### config.mk
export PLATFORM = sky130hd
export DESIGN_NAME = lcd_nibble_receiver_flat
export DESIGN_NICKNAME = d
export VERILOG_FILES = /design/src/rtl/lcd_nibble_receiver_if.sv /design/src/rtl/lcd_nibble_receiver.sv /design/src/flat_wrapper.sv
export SDC_FILE = /design/constraint.sdc
export NUM_CORES = 1
export LEC_CHECK = 0
export BUFFER_PORTS_ARGS = -buffer_cell sky130_fd_sc_hd__buf_4
export CAP_MARGIN = 10
export CORE_UTILIZATION = 59
export CTS_BUF_LIST = sky130_fd_sc_hd__clkbuf_16
export DETAILED_ROUTE_END_ITERATION = 8
export PLACE_DENSITY = 0.95
export SLEW_MARGIN = 10
export SYNTH_ARGS = -nofsm -noshare
export SYNTH_HDL_FRONTEND = slang
export SYNTH_SLANG_ARGS = --single-unit
### constraint.sdc
create_clock -name clkout -period 3.1 [get_ports clkout]
set_input_delay 0.62 -clock clkout [delete_from_list [all_inputs] [get_ports clkout]]
set_output_delay 0.62 -clock clkout [all_outputs]
set_load 0.02 [all_outputs]
### src/rtl/lcd_nibble_receiver_if.sv
// Bus bundle for the LCD nibble receiver: the HD44780-style write bus from the host
// plus the decoded byte, display-RAM write and cursor outputs.
interface lcd_nibble_receiver_if;
    logic       D1;
    logic       D2;
    logic       D3;
    logic       D4;
    logic       rs;
    logic       rw;
    logic       en;
    logic [7:0] byte_out;
    logic       byte_rs;
    logic       byte_valid;
    logic       ram_we;
    logic [6:0] ram_addr;
    logic [7:0] ram_data;
    logic [6:0] cursor;
    logic       clear_pulse;
    logic       mode4;

    modport master (
        output D1, D2, D3, D4, rs, rw, en,
        input  byte_out, byte_rs, byte_valid, ram_we, ram_addr, ram_data,
               cursor, clear_pulse, mode4
    );

    modport slave (
        input  D1, D2, D3, D4, rs, rw, en,
        output byte_out, byte_rs, byte_valid, ram_we, ram_addr, ram_data,
               cursor, clear_pulse, mode4
    );
endinterface

### src/rtl/lcd_nibble_receiver.sv
// Snoops an HD44780 write bus: synchronizes it, reassembles bytes (8-bit init then
// 4-bit nibble pairs), tracks the DDRAM cursor and emits display-RAM write strobes.
module lcd_nibble_receiver #(
    parameter int SYNC_STAGES = 2
) (
    input  logic                  clkout,
    input  logic                  reset,
    lcd_nibble_receiver_if.slave  bus
);
    typedef enum logic [1:0] {INIT8 = 2'd0, HIGH = 2'd1, LOW = 2'd2} state_t;

    state_t     state_reg;
    state_t     state_next;
    logic [6:0] bus_raw;
    logic [6:0] bus_sync;
    logic       en_prev_reg;
    logic       en_s;
    logic       rw_s;
    logic       rs_s;
    logic [3:0] nib_s;
    logic       wr_fall;
    logic       emit;
    logic [7:0] emit_byte;
    logic       emit_rs;

    logic [3:0] upper_reg;
    logic       upper_rs_reg;
    logic [7:0] byte_out_reg;
    logic       byte_rs_reg;
    logic       byte_valid_reg;
    logic       ram_we_reg;
    logic [6:0] ram_addr_reg;
    logic [7:0] ram_data_reg;
    logic [6:0] cursor_reg;
    logic       clear_pulse_reg;
    logic       inc_dec_reg;

    assign bus_raw = {bus.en, bus.rw, bus.rs, bus.D4, bus.D3, bus.D2, bus.D1};

    genvar gi;
    generate
        for (gi = 0; gi < SYNC_STAGES; gi++) begin : g_sync
            logic [6:0] q;
            if (gi == 0) begin : g_first
                always_ff @(posedge clkout or negedge reset) begin
                    if (!reset) q <= '0;
                    else        q <= bus_raw;
                end
            end else begin : g_next
                always_ff @(posedge clkout or negedge reset) begin
                    if (!reset) q <= '0;
                    else        q <= g_sync[gi-1].q;
                end
            end
        end
    endgenerate

    assign bus_sync = g_sync[SYNC_STAGES-1].q;
    assign en_s     = bus_sync[6];
    assign rw_s     = bus_sync[5];
    assign rs_s     = bus_sync[4];
    assign nib_s    = bus_sync[3:0];

    // en_prev resets to 0, so an en already high at reset release never looks like a fall.
    always_ff @(posedge clkout or negedge reset) begin
        if (!reset) en_prev_reg <= 1'b0;
        else        en_prev_reg <= en_s;
    end

    assign wr_fall = en_prev_reg & ~en_s & ~rw_s;

    // FSM: state register
    always_ff @(posedge clkout or negedge reset) begin
        if (!reset) state_reg <= INIT8;
        else        state_reg <= state_next;
    end

    // FSM: next state
    always_comb begin
        state_next = state_reg;
        if (wr_fall) begin
            case (state_reg)
                INIT8:   if (!rs_s && nib_s == 4'h2) state_next = HIGH;
                HIGH:    state_next = LOW;
                LOW:     state_next = HIGH;
                default: state_next = INIT8;
            endcase
        end
    end

    // FSM: outputs
    always_comb begin
        bus.mode4 = (state_reg != INIT8);
        emit      = wr_fall && (state_reg != HIGH);
        emit_byte = {upper_reg, nib_s};
        emit_rs   = upper_rs_reg;
        if (state_reg == INIT8) begin
            emit_byte = {nib_s, 4'h0};
            emit_rs   = rs_s;
        end
    end

    // Entry-mode stepping; addresses outside both visible lines just count plainly.
    function automatic logic [6:0] cursor_step(input logic [6:0] c, input logic inc);
        logic [6:0] r;
        if (inc) begin
            if (c == 7'h27)      r = 7'h40;
            else if (c == 7'h67) r = 7'h00;
            else                 r = c + 7'd1;
        end else begin
            if (c == 7'h00)      r = 7'h67;
            else if (c == 7'h40) r = 7'h27;
            else                 r = c - 7'd1;
        end
        return r;
    endfunction

    always_ff @(posedge clkout or negedge reset) begin
        if (!reset) begin
            upper_reg       <= '0;
            upper_rs_reg    <= 1'b0;
            byte_out_reg    <= '0;
            byte_rs_reg     <= 1'b0;
            byte_valid_reg  <= 1'b0;
            ram_we_reg      <= 1'b0;
            ram_addr_reg    <= '0;
            ram_data_reg    <= '0;
            clear_pulse_reg <= 1'b0;
        end else begin
            byte_valid_reg  <= emit;
            ram_we_reg      <= emit & emit_rs;
            clear_pulse_reg <= emit & ~emit_rs & (emit_byte == 8'h01);
            if (wr_fall && state_reg == HIGH) begin
                upper_reg    <= nib_s;
                upper_rs_reg <= rs_s;
            end
            if (emit) begin
                byte_out_reg <= emit_byte;
                byte_rs_reg  <= emit_rs;
                if (emit_rs) begin
                    ram_addr_reg <= cursor_reg;
                    ram_data_reg <= emit_byte;
                end
            end
        end
    end

    // Cursor and entry mode act on the emitted byte, one edge after byte_valid rises.
    always_ff @(posedge clkout or negedge reset) begin
        if (!reset) begin
            cursor_reg  <= '0;
            inc_dec_reg <= 1'b1;
        end else if (byte_valid_reg) begin
            if (byte_rs_reg) begin
                cursor_reg <= cursor_step(cursor_reg, inc_dec_reg);
            end else if (byte_out_reg[7]) begin
                cursor_reg <= byte_out_reg[6:0];
            end else if (byte_out_reg[6]) begin
                cursor_reg <= cursor_reg;
            end else if (byte_out_reg[7:2] == 6'b000001) begin
                inc_dec_reg <= byte_out_reg[1];
            end else if (byte_out_reg[7:1] == 7'b0000001) begin
                cursor_reg <= '0;
            end else if (byte_out_reg == 8'h01) begin
                cursor_reg  <= '0;
                inc_dec_reg <= 1'b1;
            end
        end
    end

    assign bus.byte_out    = byte_out_reg;
    assign bus.byte_rs     = byte_rs_reg;
    assign bus.byte_valid  = byte_valid_reg;
    assign bus.ram_we      = ram_we_reg;
    assign bus.ram_addr    = ram_addr_reg;
    assign bus.ram_data    = ram_data_reg;
    assign bus.cursor      = cursor_reg;
    assign bus.clear_pulse = clear_pulse_reg;
endmodule

### src/flat_wrapper.sv
// flat-port wrapper written by rule: the top's interface ports become plain ports
module lcd_nibble_receiver_flat 
#(
    parameter int SYNC_STAGES = 2
)
  (clkout, reset, bus_D1, bus_D2, bus_D3, bus_D4, bus_rs, bus_rw, bus_en, bus_byte_out, bus_byte_rs, bus_byte_valid, bus_ram_we, bus_ram_addr, bus_ram_data, bus_cursor, bus_clear_pulse, bus_mode4);
  lcd_nibble_receiver_if bus_i ();
  input  logic clkout;
  input  logic reset;
  input wire logic [$bits(bus_i.D1)-1:0] bus_D1;
  input wire logic [$bits(bus_i.D2)-1:0] bus_D2;
  input wire logic [$bits(bus_i.D3)-1:0] bus_D3;
  input wire logic [$bits(bus_i.D4)-1:0] bus_D4;
  input wire logic [$bits(bus_i.rs)-1:0] bus_rs;
  input wire logic [$bits(bus_i.rw)-1:0] bus_rw;
  input wire logic [$bits(bus_i.en)-1:0] bus_en;
  output wire logic [$bits(bus_i.byte_out)-1:0] bus_byte_out;
  output wire logic [$bits(bus_i.byte_rs)-1:0] bus_byte_rs;
  output wire logic [$bits(bus_i.byte_valid)-1:0] bus_byte_valid;
  output wire logic [$bits(bus_i.ram_we)-1:0] bus_ram_we;
  output wire logic [$bits(bus_i.ram_addr)-1:0] bus_ram_addr;
  output wire logic [$bits(bus_i.ram_data)-1:0] bus_ram_data;
  output wire logic [$bits(bus_i.cursor)-1:0] bus_cursor;
  output wire logic [$bits(bus_i.clear_pulse)-1:0] bus_clear_pulse;
  output wire logic [$bits(bus_i.mode4)-1:0] bus_mode4;
  assign bus_i.D1 = bus_D1;
  assign bus_i.D2 = bus_D2;
  assign bus_i.D3 = bus_D3;
  assign bus_i.D4 = bus_D4;
  assign bus_i.rs = bus_rs;
  assign bus_i.rw = bus_rw;
  assign bus_i.en = bus_en;
  assign bus_byte_out = bus_i.byte_out;
  assign bus_byte_rs = bus_i.byte_rs;
  assign bus_byte_valid = bus_i.byte_valid;
  assign bus_ram_we = bus_i.ram_we;
  assign bus_ram_addr = bus_i.ram_addr;
  assign bus_ram_data = bus_i.ram_data;
  assign bus_cursor = bus_i.cursor;
  assign bus_clear_pulse = bus_i.clear_pulse;
  assign bus_mode4 = bus_i.mode4;
  lcd_nibble_receiver #(.SYNC_STAGES(SYNC_STAGES)) u_core (.clkout(clkout), .reset(reset), .bus(bus_i));
endmodule
==> results of run 1 <==
==> worst max-delay path, cell delays in order, from the launching register on <==
cell and delay, ns:
dfrtp_1 0.49, nor2_1 0.49, inv_1 0.20, buf_4 0.21
==> worst paths after layout <==
kind	end	start	slack [ns]
worst max-delay path	bus_mode4	u_core.state_reg[1]	0.77
worst min-delay path	u_core.bus.cursor[5]	reset	0.34
worst max register to register	u_core.bus.ram_addr[0]	u_core.state_reg[1]	1.10
worst min register to register	u_core.bus_sync[5]	u_core.g_sync[0].q[5]	0.35
max in group asynchronous	u_core.bus.ram_addr[5]	reset	2.30
min in group clkout	u_core.bus_sync[5]	u_core.g_sync[0].q[5]	0.35
==> synth_stat cells (3+ instances only) <==
master	n	area (sq um)
a32o_1	5	50.1
inv_1	9	33.8
mux2_2	8	90.1
a32oi_1	3	26.3
nor2b_1	7	43.8
a21oi_1	11	55.1
nand2_1	10	37.5
o21ai_0	9	45.0
a31o_2	3	26.3
mux2_1	5	56.3
a221oi_1	4	35.0
nor2_1	16	60.1
dfrtp_1	56	1400
clkbuf_1	8	30.0
mux2i_1	6	60.1
nand3_1	6	30.0
nor3b_1	3	22.5
==> placed cells by master, fill, tap and decap left out, types with 4 or more instances in the layout <==
cell / synthesis / routed
o21ai_0: 9 / 9
inv_1: 9 / 12
nor2_1: 16 / 16
a221oi_1: 4 / 4
clkbuf_16: 0 / 9
nand2_1: 10 / 10
a21oi_1: 11 / 11
nor2b_1: 7 / 7
mux2_2: 8 / 8
buf_4: 1 / 44
mux2i_1: 6 / 6
dfrtp_1: 56 / 56
a32o_1: 5 / 5
nand3_1: 6 / 6
mux2_1: 5 / 5
==> cells by family after synthesis <==
| family | count (synthesis) |
|---|---|
| xor+xnor | 2 |
| mux | 19 |
| buf+inv | 20 |
| compound gates | 50 |
| simple gates | 65 |
| flops | 57 |
| fa+ha+maj | 2 |
==> per-stage QoR <==
| step | area (sq um) | setup slack, ns | utilization [%] |
|---|---|---|---|
| global placement | 2830 | 1.18 | 70.3 |
| finish | 3080 | 0.774 | 76.4 |
| detailed placement | 2830 | 1.12 | 70.3 |
| CTS | 3080 | 0.771 | 76.4 |
| global route | 3080 | 0.632 | 76.4 |
| floorplan | 2490 | 1.23 | - |
==> routing by layer <==
metal  routed length, um  share of wire [%]
met1                2150                 40
met2                2820                 53
met3                 288                5.4
met4                  57                1.1
met5                   0                  0
==> power breakdown <==
group / internal, W / switching, W
registers: 0.000860 / 0.000166
logic: 0.000284 / 0.000331
clock network: 0.000513 / 0.000295
==> final cells by class <==
type | count | area [sq um] | share of cell area [%]
Clock buffer | 9 | 225 | 7.32
Clock inverter | 5 | 18.8 | 0.610
Inverter | 9 | 33.8 | 1.10
Multi-Input combinational cell | 138 | 978 | 31.8
Sequential cell | 57 | 1430 | 46.4
Tap cell | 50 | 62.6 | 2.03
Timing Repair Buffer | 44 | 330 | 10.7
==> results.ini, run 1 <==
[global_routing]
grt_pass1_vias = 1734
use_met2_pct = 43.8
busiest_layer = met2
antenna_found_initial = 0
grt_start_max_net_pins = 58
met1_usage_pct = 32.2
grt_overflow = 0
grt_pass1_wl_mm = 8.42
grt_usage_pct = 27.0
grt_util_met3_pct = 8.39

[synthesis]
synth-main-ff-cell = dfrtp_1
synth_area_sq_um = 2490
syn-num-nets = 226
synth-xor-area-share_pct = 0.702
yosys_warnings = 0
synth_compound_area_share_pct = 14.9
synth-adder-area-share_pct = 1.00
ys_seq_area_share_pct = 57.3
synth-edff-count = 0
ys_seq_elements = 57
synthMuxAreaShare_pct = 8.28
synth.distinct_cells = 50
synthSimpleGateAreaFrac_pct = 14.4
syn_inst = 215
syn-mean-instance-area_sq_um = 11.6
async_reset_ff_share_pct = 100
synth_top_family_by_area = compound AO/OA/AOI/OAI gates

[floorplan]
die_h_um = 67.0
start_util_pct = 61.9
die_area_sq_um = 4490
io_pins = 44
core_sq_um = 4030
fp-row-count = 23
die_w_um = 67.0

[timing]
drv_slew = 0
period_share_pct = 75.0
relSlewSlack_pct = 48.3
grt_setup_unrepaired = false
fin_setup_tns_ns = 0
max_freq_ghz = 0.430
whs_ns = 0.341
tightest_slew_ns = 0.770
period_needed_ns = 2.33
hold_viol = 0
setup_violations = 0
final.setup_skew_ns = 0.00456

[placed_design]
gp_congestion = 0.931
hpwlAfterDp_mm = 3.43
dp.cells = 298
io_buffers = 43

[pwr]
ir_drop_uv = 437
p_leak_nw = 1.46
total_power_w = 0.00245
power.density_nw_per_um2 = 796

[clock_tree]
hold_buffers = 0
cts.clk_slew.worst_paths_ns = 0.05
cts_setup_buffers = 0
cts_buffer_depth = 2
cts_buffers = 9
clock-sinks = 57
insertion_delay_ns = 0.32
clock-root-buffer = clkbuf_16
cts_resized = 0
htreeDepth = 3
cts_tree = done

[setup_path]
crit_fanout = 12
cp.required_ns = 2.48
cp-end-kind = output port
crit_path_start_kind = register
critPathKind = reg2out
arrival_ns = 1.71
r2r_cells = 4

[drt]
wirelength_mm = 5.32
first_pass_iters = 4
ant_nets = 0
avgViaCountPerCell = 6.01
drt_iter0_drc = 192
avgRoutedWirePerCell_um = 17.0
drc = 0
vias = 1876

[finish]
final_nets = 270
drive_gt1_share_pct = 26.7
fillCellCount = 278
fin_cells = 312
n_antenna_cell = 0
area_growth_pct = 23.4

[worst_hold_path]
min_path_type = in2async

[outcome]
status = complete, no violations

[flow_run]
cap_violations = 0

No activity file was read; power rests on OpenSTA's default activity.
==> inputs of run 2 (changes only) <==
--- a/config.mk
+++ b/config.mk
@@ -7,10 +7,10 @@
 export LEC_CHECK = 0
 export BUFFER_PORTS_ARGS = -buffer_cell sky130_fd_sc_hd__buf_4
 export CAP_MARGIN = 10
-export CORE_UTILIZATION = 59
+export CORE_UTILIZATION = 50
 export CTS_BUF_LIST = sky130_fd_sc_hd__clkbuf_16
 export DETAILED_ROUTE_END_ITERATION = 8
-export PLACE_DENSITY = 0.95
+export PLACE_DENSITY = 0.87
 export SLEW_MARGIN = 10
 export SYNTH_ARGS = -nofsm -noshare
 export SYNTH_HDL_FRONTEND = slang
==> constraint.sdc (replaced) <==
create_clock -name clkout -period 2.1 [get_ports clkout]
set_input_delay 0.42 -clock clkout [delete_from_list [all_inputs] [get_ports clkout]]
set_output_delay 0.42 -clock clkout [all_outputs]
set_load 0.02 [all_outputs]
==> results.ini, run 2 (same netlist as run 1, synthesis figures left out) <==
[global_routing]
grt_start_max_net_pins = 58
grt_usage_pct = 23.0
grt_pass1_wl_mm = 9.00
grt_pass1_vias = 1835
antenna_found_initial = 0
grt_overflow = 0

[finish]
fillCellCount = 362
area_growth_pct = 26.3
final_nets = 276
finalInstanceArea_sq_um = 3150
n_antenna_cell = 0
drive_gt1_share_pct = 28.1
post-route-util_pct = 66.3
final_common_cell = dfrtp_1
most-common-layout-cells = dfrtp_1 (56), buf_4 (50), nor2_1 (16)

[timing]
worst_slack_ns = 0.241
relSlewSlack_pct = 47.5
grt_setup_unrepaired = false
tightest_slew_ns = 0.782
fin_setup_tns_ns = 0
drv_slew = 0
hold_viol = 0
final.setup_skew_ns = 0.00583
period_share_pct = 88.5
period_needed_ns = 1.86
setup_violations = 0
max_freq_ghz = 0.538

[floorplan]
io_pins = 44
core_sq_um = 4750
die_area_sq_um = 5270
die_w_um = 72.6
fp-row-count = 25
start_util_pct = 52.4
die_h_um = 72.6

[pwr]
combPwrFrac_pct = 26.0
internal-power_w = 0.00247
switching_share_pct = 32.6
pwr-share-seq_pct = 41.2
p_switching_w = 0.00119
total_power_w = 0.00366
power.density_nw_per_um2 = 1160
ir_drop_uv = 693
p_leak_nw = 1.50
p_clk_share_pct = 32.8

[flow_run]
cap_violations = 0

[clock_tree]
cts_resized = 0
cts_buffers = 9
cts_buffer_depth = 2
cts_tree = done
htreeDepth = 3
hold_buffers = 0
insertion_delay_ns = 0.32
clock-sinks = 57
cts_setup_buffers = 0
cts.clk_slew.worst_paths_ns = 0.05
clock-root-buffer = clkbuf_16

[placed_design]
dpl_cell_area_sq_um = 2900
place_ws_ns = 0.253
io_buffers = 43
hpwlAfterDp_mm = 3.58
gp_congestion = 0.862

[drt]
vias = 1912
first_pass_iters = 5
wirelength_mm = 5.34
avgRoutedWirePerCell_um = 15.8
avgViaCountPerCell = 5.67
drt_iter0_drc = 214
drc = 0
ant_nets = 0

[setup_path]
crit_family = compound AO/OA/AOI/OAI gates
crit_path_start_kind = register
arrival_ns = 2.04
cp.required_ns = 2.28
cpPeakStageDelay_ns = 0.53
cp-end-kind = register
crit_chain = nor3_1, a221oi_1, o31ai_1, a21oi_1
cp.buffers_inverters = 0
crit_fanout = 14
crit_slowest_cell = dfrtp_1
critPathKind = reg2reg

[outcome]
status = complete, no violations

[worst_hold_path]
min_path_type = in2async

==> run 2: cell count changes in the layout (fill, tap and decap cells not counted) <==
cell,before,now
buf_4,44,50
clkinv_1,2,3
inv_1,12,13
==> run 2: worst register-to-register path, delay by kind of cell (launching register included) <==
kind             cells  cell delay [ns]
AO/OA/AOI/OAI        3             0.66
flip-flops           1             0.53
AND/OR/NAND/NOR      1             0.53
==> run 2: final cells by class <==
type	count	area [sq um]	share of cell area, %
well taps	67	83.8	2.66
repair buffers	50	375	11.9
flip-flops and latches	57	1430	45.3
clock inverters	7	26.3	0.834
inverters	9	33.8	1.07
multi-input cells	138	978	31.1
clock buffers	9	225	7.15
==> run 2: per-stage QoR <==
stage	std cells	hold slack [ns]
after floorplan	215	0.124
after global placement	321	0.333
after detailed placement	321	0.338
after CTS	337	0.173
after global routing	337	0.197
final	337	0.143
==> run 2: routing by layer <==
metal / track usage [%] / share of wire [%] / vias up
li1: - / - / 897
met1: 29.9 / 41 / 939
met2: 37.5 / 52 / 66
met3: 5.11 / 5.1 / 10
met4: 9.80 / 1.4 / 0
met5: 0 / 0 / -
==> run 2: final timing paths <==
kind / start / end / slack, ns / cells after the start
setup / recovery: u_core.bus.cursor[2] / u_core.bus.cursor[3] / 0.24 / 4
hold / removal: reset / u_core.bus.ram_addr[2] / 0.14 / 1
setup reg to reg: u_core.bus.cursor[2] / u_core.bus.cursor[3] / 0.24 / 4
hold reg to reg: u_core.g_sync[0].q[5] / u_core.bus_sync[5] / 0.35 / 0
max in group asynchronous: reset / u_core.bus.ram_data[5] / 1.50 / 1
min in group clkout: bus_en / u_core.g_sync[0].q[6] / 0.21 / 1
==> run 2: power groups by stage <==
stage / logic (W) / registers [W] / clock network [W]
detailed placement: 0.000942 / 0.00152 / 0
CTS: 0.000955 / 0.00150 / 0.00122
finish: 0.000952 / 0.00151 / 0.00120
floorplan: 0.000461 / 0.00159 / 0
global placement: 0.000916 / 0.00150 / 0
global route: 0.00103 / 0.00154 / 0.00127
